===== src/rtl/encoder83_pkg.sv =====
// Shared widths, FSM state type and the code-to-mask helper for the 8-to-3 serializer.
package encoder83_pkg;

  localparam int VEC_W  = 8;
  localparam int CODE_W = 3;

  typedef enum logic {
    IDLE = 1'b0,
    EMIT = 1'b1
  } state_e;

  function automatic logic [VEC_W-1:0] onehot_of(input logic [CODE_W-1:0] code);
    logic [VEC_W-1:0] mask;
    mask       = '0;
    mask[code] = 1'b1;
    return mask;
  endfunction

endpackage


===== src/rtl/prienc83.sv =====
// Combinational 8-to-3 priority encoder; also flags any-set and exactly-one-set.
module prienc83
  import encoder83_pkg::*;
#(
  parameter bit PRIORITY_LSB = 1'b1
) (
  input  logic [VEC_W-1:0]  vec,
  output logic [CODE_W-1:0] code,
  output logic              any,
  output logic              single
);

  // The winning bit is the one written last in the scan.
  always_comb begin
    code = '0;
    if (PRIORITY_LSB) begin
      for (int i = VEC_W - 1; i >= 0; i--) begin
        if (vec[i]) code = CODE_W'(i);
      end
    end else begin
      for (int i = 0; i < VEC_W; i++) begin
        if (vec[i]) code = CODE_W'(i);
      end
    end
  end

  assign any    = |vec;
  assign single = any && ((vec & (vec - VEC_W'(1))) == '0);

endmodule


===== src/rtl/encoder83_serializer.sv =====
// Accepts an 8-bit request vector and emits the binary index of each set bit, one per handshake.
module encoder83_serializer
  import encoder83_pkg::*;
#(
  parameter bit PRIORITY_LSB = 1'b1
) (
  input  logic              clk,
  input  logic              rst_n,
  input  logic              in_valid,
  output logic              in_ready,
  input  logic [VEC_W-1:0]  in_vec,
  output logic              out_valid,
  input  logic              out_ready,
  output logic [CODE_W-1:0] out_code,
  output logic              out_last,
  output logic              zero_seen
);

  state_e             state_q, state_d;
  logic [VEC_W-1:0]   pending_q, pending_d;
  logic               zero_seen_q, zero_seen_d;

  logic [CODE_W-1:0]  enc_code;
  logic               enc_any;
  logic               enc_single;

  prienc83 #(
    .PRIORITY_LSB(PRIORITY_LSB)
  ) u_prienc (
    .vec    (pending_q),
    .code   (enc_code),
    .any    (enc_any),
    .single (enc_single)
  );

  always_comb begin
    state_d     = state_q;
    pending_d   = pending_q;
    zero_seen_d = 1'b0;
    in_ready    = 1'b0;
    out_valid   = 1'b0;
    out_code    = '0;
    out_last    = 1'b0;

    unique case (state_q)
      IDLE: begin
        in_ready = 1'b1;
      end
      EMIT: begin
        out_valid = 1'b1;
        out_code  = enc_code;
        out_last  = enc_single;
        if (!enc_any) begin
          state_d = IDLE;
        end else if (out_ready) begin
          pending_d = pending_q & ~onehot_of(enc_code);
          if (enc_single) begin
            state_d  = IDLE;
            in_ready = 1'b1;
          end
        end
      end
      default: state_d = IDLE;
    endcase

    // A vector taken on the final handshake reloads pending with no bubble.
    if (in_ready && in_valid) begin
      if (in_vec != '0) begin
        pending_d = in_vec;
        state_d   = EMIT;
      end else begin
        zero_seen_d = 1'b1;
      end
    end
  end

  always_ff @(posedge clk) begin
    if (!rst_n) begin
      state_q     <= IDLE;
      pending_q   <= '0;
      zero_seen_q <= 1'b0;
    end else begin
      state_q     <= state_d;
      pending_q   <= pending_d;
      zero_seen_q <= zero_seen_d;
    end
  end

  assign zero_seen = zero_seen_q;

endmodule


===== config.mk =====
export PLATFORM = sky130hd
export DESIGN_NAME = encoder83_serializer
export DESIGN_NICKNAME = d
export VERILOG_FILES = /design/src/rtl/encoder83_pkg.sv /design/src/rtl/prienc83.sv /design/src/rtl/encoder83_serializer.sv
export SDC_FILE = /design/constraint.sdc
export NUM_CORES = 1
export LEC_CHECK = 0
export CAP_MARGIN = 20
export CORE_MARGIN = 5
export CORE_UTILIZATION = 46
export CTS_BUF_LIST = sky130_fd_sc_hd__clkbuf_16
export DETAILED_ROUTE_END_ITERATION = 8
export PLACE_DENSITY_LB_ADDON = 0.3
export SLEW_MARGIN = 20
export SYNTH_ARGS = -nofsm -noshare
export SYNTH_HDL_FRONTEND = slang
export SYNTH_SLANG_ARGS = --single-unit

===== constraint.sdc =====
create_clock -name clk -period 2.1 [get_ports clk]
set_input_delay 0.42 -clock clk [delete_from_list [all_inputs] [get_ports clk]]
set_output_delay 0.42 -clock clk [all_outputs]
set_load 0.01 [all_outputs]

==> impl_metrics.csv, run 1 <==
group,metric,value,unit
outcome,status,"finished with violations",
outcome,violations,"design-rule violations, negative setup slack",
logic_synthesis,netlist_area,692,um2
sta,finalCriticalPeriod,2.22,ns
layout,mostFrequentLayoutCells,"29 x buf_4, 13 x clkdlybuf4s50_1, 7 x nor2_1",
worst_setup_path,worstPathMaxFanout,4,
die,chipWidth,48.8,um
drt,vias_per_cell,6.68,
clock_network,clk_pin_slew,0.04,ns
sta,holdWs,0.684,ns
grt,antenna_found_initial,0,
logic_synthesis,postSynthNetCount,90,
clock_network,numClockSinks,10,
grt,overflow,0,
logic_synthesis,async_reset_ff_frac,0,
drt,wl_per_cell,20.9,um
sta,fin_skew,0.000364,ns
drt,drc,1,
die,dieArea,2380,um2
layout,layout_commonest_cell,"buf_4",
clock_network,cts_buffers,3,
placement,dpl.hpwl,1630,um
die,die_y,48.8,um
worst_setup_path,cp-end-kind,"output port",
sta,relSlewSlack,0.699,
drt,finalWirelength,2950,um
clock_network,cts.hold.buffers_added,0,
layout,drive_gt1_frac,0.504,
placement,dp_cells,132,
worst_setup_path,critPathLaunchType,"flop",
drt,drtAntennaViolNets,0,
clock_network,clock_latency,0.23,ns
die,num_rows,14,
logic_synthesis,ys_seq_area_frac,0.289,
layout,layout.nets,139,
grt,grt_max_degree,11,
sta,setup_violations,1,
placement,gp_congestion,0.887,
logic_synthesis,avgSynthCellArea,8.87,um2
pwr,peakVddDrop,0.000677,V
hold_path,hold_class,"reg -> reg",
logic_synthesis,ys_seq_elements,10,
clock_network,cts_root_buf,"clkbuf_16",
drt,route.vias.total,942,
worst_setup_path,arrival,1.80,ns
die,ios,19,
pwr,power_density,849,nW/um2
die,initial_core_util,0.470,
sta,setup_ws,-0.117,ns
logic_synthesis,synth_top_area_cell,"dfxtp_1",
pwr,power.leakage,0.529,nW
layout,finalNonFillerCells,141,
logic_synthesis,ys.flop_type,"dfxtp_1",
die,core,1470,um2
grt,grt_pass1_vias,837,
sta,fmax,0.451,GHz
sta,hold_viol,0,
pwr,total_power,0.00107,W
logic_synthesis,synth_edf_count,0,
flow_run,max_cap_viol_count,0,
logic_synthesis,yosysWarnings,0,
sta,drv_slew,0,
drt,dr.first_iter.drc_count,33,
logic_synthesis,synth_cells,78,
logic_synthesis,synthTopCellsByArea,"dfxtp_1 29%, o311a_1 7.2%, a22o_2 5.8%",
drt,first_pass_iters,7,
worst_setup_path,cp_data_required_time,1.68,ns
clock_network,cts_tree,"yes",
clock_network,htreeDepth,1,
grt,grt_usage,0.211,
sta,rsz0062_at_grt,"true",
placement,portBuffers,18,
clock_network,clock_path_buffers,2,
sta,worst_pin_slew,0.448,ns
sta,finalCritPeriodShare,1.06,
layout,synthToLayoutAreaGrowth,81.6,%
layout,insertedDiodeCount,0,
logic_synthesis,netlist.area_leader.share,0.289,
logic_synthesis,netlist-cell-type-count,37,
worst_setup_path,crit_type,"reg -> out",
grt,grt_first_pass_wirelength,3960,um
[state kept, by name, summed over array words and instances (netlist names)]
| signal | cells |
|---|---|
| pending_q | 8 |
| zero_seen | 1 |
| state_q | 1 |
[cells in the mapped netlist, types with 2 or more instances]
master / n
nand2_1: 3
a21oi_1: 3
clkbuf_1: 3
inv_1: 2
a32o_1: 2
a211oi_1: 2
o21ai_0: 2
a22o_2: 4
a211o_1: 2
nor3b_1: 2
nor2_1: 8
a31oi_1: 2
a22o_1: 2
dfxtp_1: 10
o311a_1: 5
nor4_1: 4
or2_1: 2
[area by class of cell]
cell class / instances / area, um2
Multi-Input combinational cell: 62 / 547
Fill cell: 90 / 215
Clock buffer: 3 / 75.1
Inverter: 2 / 7.51
Tap cell: 16 / 20.0
Timing Repair Buffer: 48 / 398
Sequential cell: 10 / 209
[kinds of logic after synthesis]
| group | Yosys count | synth area share |
|---|---|---|
| flops | 10 | 0.289 |
| buf+inv | 7 | 0.0506 |
| simple gates | 29 | 0.239 |
| compound gates | 31 | 0.409 |
| xor+xnor | 1 | 0.0127 |
[critical path, stage by stage, from the launching register on]
cell	delay (ns)
dfxtp_2	0.40
nor4_4	0.06
buf_4	0.13
or3_4	0.40
a21oi_2	0.13
a31oi_1	0.05
nor3b_1	0.21
buf_2	0.18
[final timing paths]
check | from | endpoint | slack (ns) | cells after the start
max reg2reg | pending_q[0]$_SDFF_PN0_ | pending_q[1]$_SDFF_PN0_ | 0.07 | 10
max | pending_q[1]$_SDFF_PN0_ | out_last | -0.12 | 7
min reg2reg | pending_q[7]$_SDFF_PN0_ | pending_q[7]$_SDFF_PN0_ | 0.68 | 2
min | pending_q[7]$_SDFF_PN0_ | pending_q[7]$_SDFF_PN0_ | 0.68 | 2
[repair_timing]
item | 4_1_cts | 5_1_grt
setup endpoints to repair | 5 | 12
gates resized for setup | 27 | 11
pin swaps | 3 | 8
setup buffers | 4 | 2
cloned | 0 | 1
[per-stage QoR]
| stage | TNS [ns] | cell area [um2] | setup slack (ns) | util |
|---|---|---|---|---|
| finish | -0.117 | 1260 | -0.117 | 0.854 |
| global route | -0.160 | 1260 | -0.131 | 0.854 |
| CTS | -0.0475 | 1200 | -0.0475 | 0.817 |
| detailed placement | -0.759 | 1050 | -0.327 | 0.715 |
| global placement | -0.680 | 1050 | -0.287 | 0.715 |
| floorplan | 0 | 692 | 0.164 | - |
[per-layer routing]
layer / GRT usage / up-vias / wire [um]
li1: - / 409 / -
met1: 0.237 / 442 / 1110
met2: 0.370 / 74 / 1410
met3: 0.0734 / 17 / 278
met4: 0.0628 / 0 / 144
met5: 0 / - / 0
[power breakdown]
part / switching, W / internal, W / leakage, nW
registers: 0.0000314 / 0.000214 / 0.0845
logic: 0.000232 / 0.000259 / 0.407
clock network: 0.0000838 / 0.000246 / 0.0370
total: 0.000347 / 0.000719 / 0.529
No activity file was read; power rests on OpenSTA's default activity.
==> inputs of run 2 (changes only) <==
--- a/config.mk
+++ b/config.mk
@@ -10,4 +10,5 @@
 export CORE_UTILIZATION = 46
 export CTS_BUF_LIST = sky130_fd_sc_hd__clkbuf_16
+export CTS_CLUSTER_DIAMETER = 100
 export DETAILED_ROUTE_END_ITERATION = 8
 export PLACE_DENSITY_LB_ADDON = 0.3
==> constraint.sdc (replaced) <==
create_clock -name clk -period 2.1 [get_ports clk]
set_input_delay 0.315 -clock clk [delete_from_list [all_inputs] [get_ports clk]]
set_output_delay 0.315 -clock clk [all_outputs]
set_load 0.01 [all_outputs]
==> run 2 against run 1 <==
The flow now finishes without violations; register-to-register slack gained 0.03 ns; total power shrank 3.9%; critical path depth shrank 2; cell area shrank 5.4%; largest cell class unchanged; highest routed layer unchanged.
==> impl_metrics.csv, run 2 (synthesis results as in run 1) <==
group,metric,value,unit
die,die_y,48.8,um
drt,finalWirelength,2630,um
layout,insertedDiodeCount,0,
die,core,1470,um2
grt,grt_max_degree,11,
worst_setup_path,crit_buf_inv,1,
pwr,power.leakage,0.498,nW
drt,wl_met3,133,um
layout,regMostFlops,"pending_q",
placement,portBuffers,18,
sta,fmax,0.491,GHz
drt,wl_per_cell,19.2,um
worst_setup_path,cp-end-kind,"output port",
pwr,power_density,862,nW/um2
worst_setup_path,arrival,1.72,ns
drt,drtAntennaViolNets,0,
sta,setup_violations,0,
placement,dp_slack,-0.154,ns
sta,tns,0,ns
layout,layout_commonest_cell,"buf_4",
hold_path,hold_class,"in -> reg",
flow_run,max_cap_viol_count,0,
clock_network,clock_latency,0.24,ns
sta,rsz0062_at_grt,"false",
drt,route.vias.total,863,
worst_setup_path,worst_path_max_delay_cell,"or4_4",
worst_setup_path,crit_type,"reg -> out",
drt,maxUsedRoutingLayer,"met4",
drt,dr.first_iter.drc_count,45,
worst_setup_path,cp_data_required_time,1.78,ns
layout,finalNonFillerCells,137,
sta,hold_viol,0,
drt,drc,0,
worst_setup_path,critPathLaunchType,"flop",
die,ios,19,
pwr,peakVddDrop,0.000621,V
clock_network,cts_buffers,3,
worst_setup_path,cpPeakStageDelay,0.59,ns
sta,drv_slew,0,
drt,wl_met1,1080,um
grt,grt_pass1_vias,896,
placement,gp_congestion,0.869,
grt,grt_usage,0.226,
placement,dp_cells,131,
sta,setup_ws,0.0626,ns
layout,fin_util,0.808,
grt,grt_first_pass_wirelength,4230,um
outcome,status,"finished, final reports clean",
sta,relSlewSlack,0.718,
sta,worst_pin_slew,0.419,ns
drt,vias_per_cell,6.30,
worst_setup_path,cp_top_family,"simple AND/OR/NAND/NOR gates",
layout,synthToLayoutAreaGrowth,71.8,%
sta,holdWs,0.715,ns
clock_network,cts_root_buf,"clkbuf_16",
drt,first_pass_iters,4,
grt,overflow,0,
die,initial_core_util,0.470,
layout,drive_gt1_frac,0.446,
die,num_rows,14,
die,dieArea,2380,um2
sta,finalCriticalPeriod,2.04,ns
clock_network,clock_path_buffers,2,
clock_network,numClockSinks,10,
clock_network,cts_tree,"yes",
clock_network,htreeDepth,1,
die,chipWidth,48.8,um
layout,mostFrequentLayoutCells,"26 x buf_4, 13 x clkdlybuf4s50_1, 7 x nor2_1",
worst_setup_path,path_cells,"or4_4 > nor2_4 > a31oi_1 > nor3b_1 > buf_2",
grt,antenna_found_initial,0,
drt,dr_wl_met2,1340,um
layout,largest_register_ffs,8,
worst_setup_path,worstPathMaxFanout,5,
sta,finalCritPeriodShare,0.970,
clock_network,clk_pin_slew,0.04,ns
layout,layout.nets,134,
placement,dpl.hpwl,1630,um
sta,fin_skew,0.00231,ns
[run 2: cell types whose count changed in the layout (fill, tap and decap cells not counted), sizes merged]
| cell | before | now |
|---|---|---|
| buf | 33 | 28 |
| clkbuf | 3 | 4 |
| clkinv | 0 | 1 |
| o211ai | 3 | 2 |
[run 2: final timing paths]
kind                                              start                      end  slack (ns)  cells past startpoint
worst max register to register  pending_q[3]$_SDFF_PN0_  pending_q[6]$_SDFF_PN0_        0.10                      5
worst min-delay path                          in_vec[0]  pending_q[0]$_SDFF_PN0_        0.71                      2
worst min register to register  pending_q[7]$_SDFF_PN0_  pending_q[7]$_SDFF_PN0_        0.72                      2
worst max-delay path            pending_q[3]$_SDFF_PN0_                 out_last        0.06                      5
[run 2: through the flow]
stage	cell area (um2)	power, W
detailed placement	1040	0.000606
floorplan	692	0.000420
CTS	1160	0.000979
finish	1190	0.00102
global route	1190	0.00108
global placement	1040	0.000599
[run 2: area by class of cell]
cell class                 count  area, um2
clock buffer                   3       75.1
clock inverter                 1       3.75
fill                          98        283
inverter                       2       7.51
multi-input combinational     61        519
sequential                    10        205
tap                           16       20.0
timing repair buffer          44        358
[run 2: repair_timing]
item	4_1_cts	5_1_grt
gates cloned	0	0
hold buffers	0	0
resized for setup	20	10
setup buffers	0	2
setup endpoints to repair	5	4
pin swaps	1	4
[run 2: metal layers]
layer / vias up / GRT usage
met4: 0 / 0.0942
li1: 397 / -
met3: 10 / 0.0489
met2: 40 / 0.387
met5: - / 0
met1: 416 / 0.267
[run 2: power breakdown]
group	internal, W	leakage (nW)	switching (W)	total [W]
logic	0.000229	0.376	0.000209	0.000439
registers	0.000213	0.0838	0.0000292	0.000242
clock network	0.000250	0.0385	0.0000939	0.000344
total	0.000693	0.498	0.000332	0.00102
